File: src/rtl/traffic_pkg.sv
// rtl/traffic_pkg.sv - shared state, interval and lamp encodings for the intersection controller
package traffic_pkg;

    localparam int ST_W = 3;

    localparam logic [2:0] S_MAIN_GREEN     = 3'd0;
    localparam logic [2:0] S_MAIN_GREEN_EXT = 3'd1;
    localparam logic [2:0] S_MAIN_YELLOW    = 3'd2;
    localparam logic [2:0] S_PED_WALK       = 3'd3;
    localparam logic [2:0] S_SIDE_GREEN     = 3'd4;
    localparam logic [2:0] S_SIDE_GREEN_EXT = 3'd5;
    localparam logic [2:0] S_SIDE_YELLOW    = 3'd6;

    localparam logic [1:0] INT_BASE = 2'b00;
    localparam logic [1:0] INT_EXT  = 2'b01;
    localparam logic [1:0] INT_YEL  = 2'b10;

    localparam logic [2:0] LAMP_RED = 3'b100;
    localparam logic [2:0] LAMP_YEL = 3'b010;
    localparam logic [2:0] LAMP_GRN = 3'b001;

    typedef struct packed {
        logic [2:0] main_l;
        logic [2:0] side_l;
        logic       walk_l;
    } lamps_t;

    // Unknown encodings fall back to the reset lamp pattern.
    function automatic lamps_t lamps_of(input logic [2:0] st);
        lamps_t l;
        case (st)
            S_MAIN_GREEN, S_MAIN_GREEN_EXT: l = '{LAMP_GRN, LAMP_RED, 1'b0};
            S_MAIN_YELLOW:                  l = '{LAMP_YEL, LAMP_RED, 1'b0};
            S_PED_WALK:                     l = '{LAMP_RED, LAMP_RED, 1'b1};
            S_SIDE_GREEN, S_SIDE_GREEN_EXT: l = '{LAMP_RED, LAMP_GRN, 1'b0};
            S_SIDE_YELLOW:                  l = '{LAMP_RED, LAMP_YEL, 1'b0};
            default:                        l = '{LAMP_GRN, LAMP_RED, 1'b0};
        endcase
        return l;
    endfunction

endpackage

File: src/rtl/traffic_fsm_walk_latch.sv
// rtl/traffic_fsm_walk_latch.sv - pedestrian request register, set beats clear
module walk_latch (
    input  logic clock,
    input  logic flush,
    input  logic set,
    input  logic clr,
    output logic pending
);

    logic pending_q;
    logic pending_d;

    always_comb begin
        pending_d = pending_q;
        if (set) begin
            pending_d = 1'b1;
        end else if (clr) begin
            pending_d = 1'b0;
        end
    end

    always_ff @(posedge clock) begin
        if (flush) begin
            pending_q <= 1'b0;
        end else begin
            pending_q <= pending_d;
        end
    end

    assign pending = pending_q;

endmodule

File: src/rtl/traffic_fsm.sv
// rtl/traffic_fsm.sv - intersection phase sequencer driving timer start, interval select and lamps
module traffic_fsm
    import traffic_pkg::*;
#(
    parameter int ST_W = 3
) (
    input  logic       clock,
    input  logic       reset,
    input  logic       expired,
    input  logic       side_sensor,
    input  logic       walk_button,
    input  logic       reprogram,
    output logic       start_timer,
    output logic [1:0] interval_sel,
    output logic [2:0] main_light,
    output logic [2:0] side_light,
    output logic       walk
);

    logic [ST_W-1:0] state_q, state_d, nxt;
    logic            start_timer_q, start_timer_d;
    logic [1:0]      interval_sel_q, interval_sel_d, nxt_sel;
    logic [2:0]      main_light_q, main_light_d;
    logic [2:0]      side_light_q, side_light_d;
    logic            walk_q, walk_d;
    logic            walk_pending, walk_clr, legal, advance;
    lamps_t          nxt_lamps;

    walk_latch u_walk_latch (
        .clock   (clock),
        .flush   (reset | reprogram),
        .set     (walk_button),
        .clr     (walk_clr),
        .pending (walk_pending)
    );

    always_comb begin
        nxt     = state_q;
        nxt_sel = interval_sel_q;
        legal   = 1'b1;
        case (state_q)
            S_MAIN_GREEN: begin
                nxt     = S_MAIN_GREEN_EXT;
                nxt_sel = side_sensor ? INT_EXT : INT_BASE;
            end
            S_MAIN_GREEN_EXT: begin
                nxt     = S_MAIN_YELLOW;
                nxt_sel = INT_YEL;
            end
            S_MAIN_YELLOW: begin
                nxt     = walk_pending ? S_PED_WALK : S_SIDE_GREEN;
                nxt_sel = walk_pending ? INT_EXT : INT_BASE;
            end
            S_PED_WALK: begin
                nxt     = S_SIDE_GREEN;
                nxt_sel = INT_BASE;
            end
            S_SIDE_GREEN: begin
                nxt     = side_sensor ? S_SIDE_GREEN_EXT : S_SIDE_YELLOW;
                nxt_sel = side_sensor ? INT_EXT : INT_YEL;
            end
            S_SIDE_GREEN_EXT: begin
                nxt     = S_SIDE_YELLOW;
                nxt_sel = INT_YEL;
            end
            S_SIDE_YELLOW: begin
                nxt     = S_MAIN_GREEN;
                nxt_sel = INT_BASE;
            end
            default: begin
                legal   = 1'b0;
                nxt     = S_MAIN_GREEN;
                nxt_sel = INT_BASE;
            end
        endcase
    end

    // The timer is still loading during the start cycle, so expired is only trusted afterwards.
    always_comb begin
        advance        = expired & ~start_timer_q;
        nxt_lamps      = lamps_of(nxt);
        state_d        = state_q;
        start_timer_d  = 1'b0;
        interval_sel_d = interval_sel_q;
        main_light_d   = main_light_q;
        side_light_d   = side_light_q;
        walk_d         = walk_q;
        walk_clr       = 1'b0;
        if (advance || !legal) begin
            state_d        = nxt;
            start_timer_d  = 1'b1;
            interval_sel_d = nxt_sel;
            main_light_d   = nxt_lamps.main_l;
            side_light_d   = nxt_lamps.side_l;
            walk_d         = nxt_lamps.walk_l;
            walk_clr       = legal && (nxt == S_PED_WALK);
        end
    end

    always_ff @(posedge clock) begin
        if (reset || reprogram) begin
            state_q        <= S_MAIN_GREEN;
            start_timer_q  <= 1'b1;
            interval_sel_q <= INT_BASE;
            main_light_q   <= LAMP_GRN;
            side_light_q   <= LAMP_RED;
            walk_q         <= 1'b0;
        end else begin
            state_q        <= state_d;
            start_timer_q  <= start_timer_d;
            interval_sel_q <= interval_sel_d;
            main_light_q   <= main_light_d;
            side_light_q   <= side_light_d;
            walk_q         <= walk_d;
        end
    end

    assign start_timer  = start_timer_q;
    assign interval_sel = interval_sel_q;
    assign main_light   = main_light_q;
    assign side_light   = side_light_q;
    assign walk         = walk_q;

endmodule

File: config.mk
export PLATFORM = sky130hd
export DESIGN_NAME = traffic_fsm
export DESIGN_NICKNAME = d
export VERILOG_FILES = /design/src/rtl/traffic_pkg.sv /design/src/rtl/traffic_fsm_walk_latch.sv /design/src/rtl/traffic_fsm.sv
export SDC_FILE = /design/constraint.sdc
export NUM_CORES = 1
export LEC_CHECK = 0
export CORE_MARGIN = 3
export CORE_UTILIZATION = 43
export CTS_BUF_LIST = sky130_fd_sc_hd__clkbuf_4
export DETAILED_ROUTE_END_ITERATION = 10
export GPL_TIMING_DRIVEN = 0
export MAX_ROUTING_LAYER = met4
export PLACE_DENSITY = 0.75
export REMOVE_ABC_BUFFERS = 1
export SYNTH_ARGS = -nofsm -noshare
export SYNTH_HDL_FRONTEND = slang
export SYNTH_HIERARCHICAL = 1
export SYNTH_SLANG_ARGS = --single-unit
export TNS_END_PERCENT = 50
File: constraint.sdc
create_clock -name clock -period 1.34 [get_ports clock]
set_input_delay 0.402 -clock clock [delete_from_list [all_inputs] [get_ports clock]]
set_output_delay 0.402 -clock clock [all_outputs]
set_load 0.005 [all_outputs]
==> flow_metrics.tcl, run 1 <==
set metrics [dict create \
    status "finished, violations left" \
    violations "setup timing" \
    synth_area_um2 603 \
    vias 557 \
    hp-class "register to register" \
    clkTransAtPathRegs_ns 0.09 \
    setup_ws_ns -0.0108 \
    drtPass1Iterations 4 \
    io-pin-count 16 \
    placed_cell_area_um2 756 \
    ctsHoldBuffers 0 \
    cts_buffer_depth 2 \
    layout_min_cycle_time_ns 1.35 \
    power_density_nw_per_um2 881 \
    htreeDepth 1 \
    crit_end "side_light[0]$_SDFFE_PP0P_" \
    place_congestion 0.741 \
    post-dp-hpwl_um 950 \
    grt_max_degree 12 \
    crit-reg2reg-capture "side_light[0]$_SDFFE_PP0P_" \
    synth-xor-area-share_pct 0 \
    cts_root_buffer "clkbuf_4" \
    report.final.slew_viol_count 0 \
    rows 12 \
    fin_area_um2 833 \
    slew_headroom_pct 73.4 \
    arrival_ns 1.56 \
    critPathKind "register to register" \
    ff2ff_setup_slack_ns -0.01 \
    layout_commonest_cell "dlygate4sd2_1" \
    r2r_cells 4 \
    synthMuxAreaShare_pct 0 \
    drtIter0Drc 12 \
    worst_pin_slew_ns 0.389 \
    avgSynthCellArea_um2 8.49 \
    seq_area_frac_synth_pct 46.5 \
    grt_pass1_wl_um 2170 \
    layout_common_cells "9 x dlygate4sd2_1, 7 x nand2_1, 6 x nor2_1, 6 x dfxtp_1" \
    synth_top_family_by_area "simple AND/OR/NAND/NOR gates" \
    core_area_um2 1200 \
    synth_compound_area_share_pct 21.6 \
    die_width_um 43.5 \
    cts_tree "yes" \
    p_leak_nw 0.391 \
    drtAntennaViolNets 0 \
    nets 96 \
    start_util_pct 50.2 \
    fmax_mhz 740 \
    hold_viol_final 0 \
    skew_ns 0.00325 \
    r2r_start "state_q[0]$_SDFFE_PP0P_" \
    layout-drive-gt1-share_pct 26.1 \
    whs_ns 0.459 \
    antenna_found_initial 0 \
    max_cap_violations 0 \
    max-vdd-ir-drop_v 0.000588 \
    antenna_cells 0 \
    synth-simple-area-share_pct 26.3 \
    wl_per_cell_um 13.5 \
    syn_inst 71 \
    avgViaCountPerCell 5.46 \
    yosys_warnings 6 \
    total_power_uw 734 \
    numCtsBuffers 3 \
    ys_types 25 \
    die_y_um 43.5 \
    rsz0062_at_grt "true" \
    yosys_register_bits 14 \
    die_area_um2 1890 \
    start_kind "register" \
    crit_path_start "state_q[0]$_SDFFE_PP0P_" \
    slowest_delay_ns 0.48 \
    wl_um 1380 \
    period_share_pct 101 \
    setup_violations 1 \
    cp_max_fo 10 \
    slowest_stage "or4_4" \
    insertion_delay_ns 0.27 \
    area_growth_pct 38.2 \
    fill_cells 107 \
    cp_cell_sequence "nand3_2, and2_4, or4_4, a21oi_2" \
    grt_pass1_vias 511 \
    required_ns 1.55 \
    synthAdderAreaFrac_pct 0 \
    groute.usage.overall_pct 15.4 \
    overflow 0 \
    place.port_buffers 15 \
    drc_errors 0 \
    clock-sinks 14 \
    pre_cts_slack_ns -0.599 \
    crit_path_end_kind "register" \
]
==> worst max-delay path, delay by kind of cell (launching register included) <==
family	cells	cell delay, ns
simple gates	3	0.78
flops	1	0.39
compound gates	1	0.11
==> registers in the layout (all words and copies together), names as in the netlist <==
signal,count
state_q,3
walk,1
interval_sel,2
start_timer,1
side_light,3
u_walk_latch/pending,1
main_light,3
==> synthesized netlist by cell type <==
cell | number | area (um2)
a2111oi_0 | 1 | 8.76
a211o_1 | 1 | 8.76
a211oi_1 | 1 | 7.51
a21oi_1 | 8 | 40.0
a21oi_2 | 1 | 8.76
a221o_1 | 1 | 10.0
a221oi_1 | 1 | 8.76
a22oi_1 | 2 | 15.0
and2_1 | 1 | 6.26
and2_4 | 1 | 8.76
and2b_1 | 1 | 7.51
buf_6 | 1 | 11.3
clkbuf_1 | 1 | 3.75
dfxtp_1 | 14 | 280
inv_1 | 5 | 18.8
nand2_1 | 7 | 26.3
nand2b_1 | 5 | 31.3
nand3_1 | 1 | 5.00
nand3_2 | 1 | 10.0
nand3b_1 | 1 | 7.51
nor2_1 | 8 | 30.0
nor2b_1 | 3 | 18.8
o211ai_1 | 1 | 7.51
o21ai_0 | 3 | 15.0
or4_1 | 1 | 7.51
==> what timing repair did <==
| item | CTS | global route |
|---|---|---|
| buffers inserted | 0 | 1 |
| endpoints found under the setup margin | 16 | 11 |
| pin swaps | 0 | 1 |
| gates resized for setup | 15 | 17 |
| gates cloned | 0 | 0 |
==> per-stage QoR <==
stage | util [%] | instances | TNS [ns]
finish | 69.4 | 102 | -0.0108
global route | 69.4 | 102 | -0.0569
CTS | 64.9 | 101 | -0.793
detailed placement | 62.9 | 98 | -4.38
global placement | 62.9 | 98 | -4.20
floorplan | - | 69 | -0.0277
==> layout make-up <==
type | count | area, um2 | share of cell area [%]
repair buffers | 16 | 159 | 19.1
well taps | 14 | 17.5 | 2.10
inverters | 5 | 18.8 | 2.25
flip-flops and latches | 14 | 298 | 35.7
clock buffers | 3 | 22.5 | 2.70
multi-input cells | 50 | 318 | 38.1
==> report_power, final <==
part           internal [mW]  total (mW)  switching [mW]
registers              0.419       0.427         0.00735
clock network          0.104       0.239           0.135
logic                 0.0335      0.0688          0.0353
==> logic make-up after synthesis <==
| kind of cell | count (synthesis) |
|---|---|
| buffers and inverters | 7 |
| AO/OA/AOI/OAI | 20 |
| AND/OR/NAND/NOR | 30 |
| flip-flops | 14 |
==> routing by layer <==
layer	share of wire, %	vias to the layer above	track usage [%]
li1	-	280	-
met1	44	261	19.1
met2	50	14	24.2
met3	4.9	2	3.73
met4	0.65	0	5.42
met5	0	-	-
==> how the worst min path moves through the flow <==
stage	cells after the start	endpoint	slack (ns)	startpoint
final	2	interval_sel[1]$_SDFFE_PP0P_	0.46	interval_sel[1]$_SDFFE_PP0P_
after global routing	2	side_light[0]$_SDFFE_PP0P_	0.49	side_light[0]$_SDFFE_PP0P_
after CTS	2	side_light[0]$_SDFFE_PP0P_	0.46	side_light[0]$_SDFFE_PP0P_
after detailed placement	2	side_light[0]$_SDFFE_PP0P_	0.45	side_light[0]$_SDFFE_PP0P_
after global placement	2	interval_sel[1]$_SDFFE_PP0P_	0.44	interval_sel[1]$_SDFFE_PP0P_
after floorplan	2	interval_sel[1]$_SDFFE_PP0P_	0.45	interval_sel[1]$_SDFFE_PP0P_
Power figures use the tool's default switching activity.
==> run 2, diff against run 1 <==
--- a/config.mk
+++ b/config.mk
@@ -5,6 +5,7 @@
 export SDC_FILE = /design/constraint.sdc
 export NUM_CORES = 1
 export LEC_CHECK = 0
+export CAP_MARGIN = 20
 export CORE_MARGIN = 3
 export CORE_UTILIZATION = 43
 export CTS_BUF_LIST = sky130_fd_sc_hd__clkbuf_4
==> results of run 2 <==
Same layout as run 1: the final DEF is identical, and so are final timing and power.
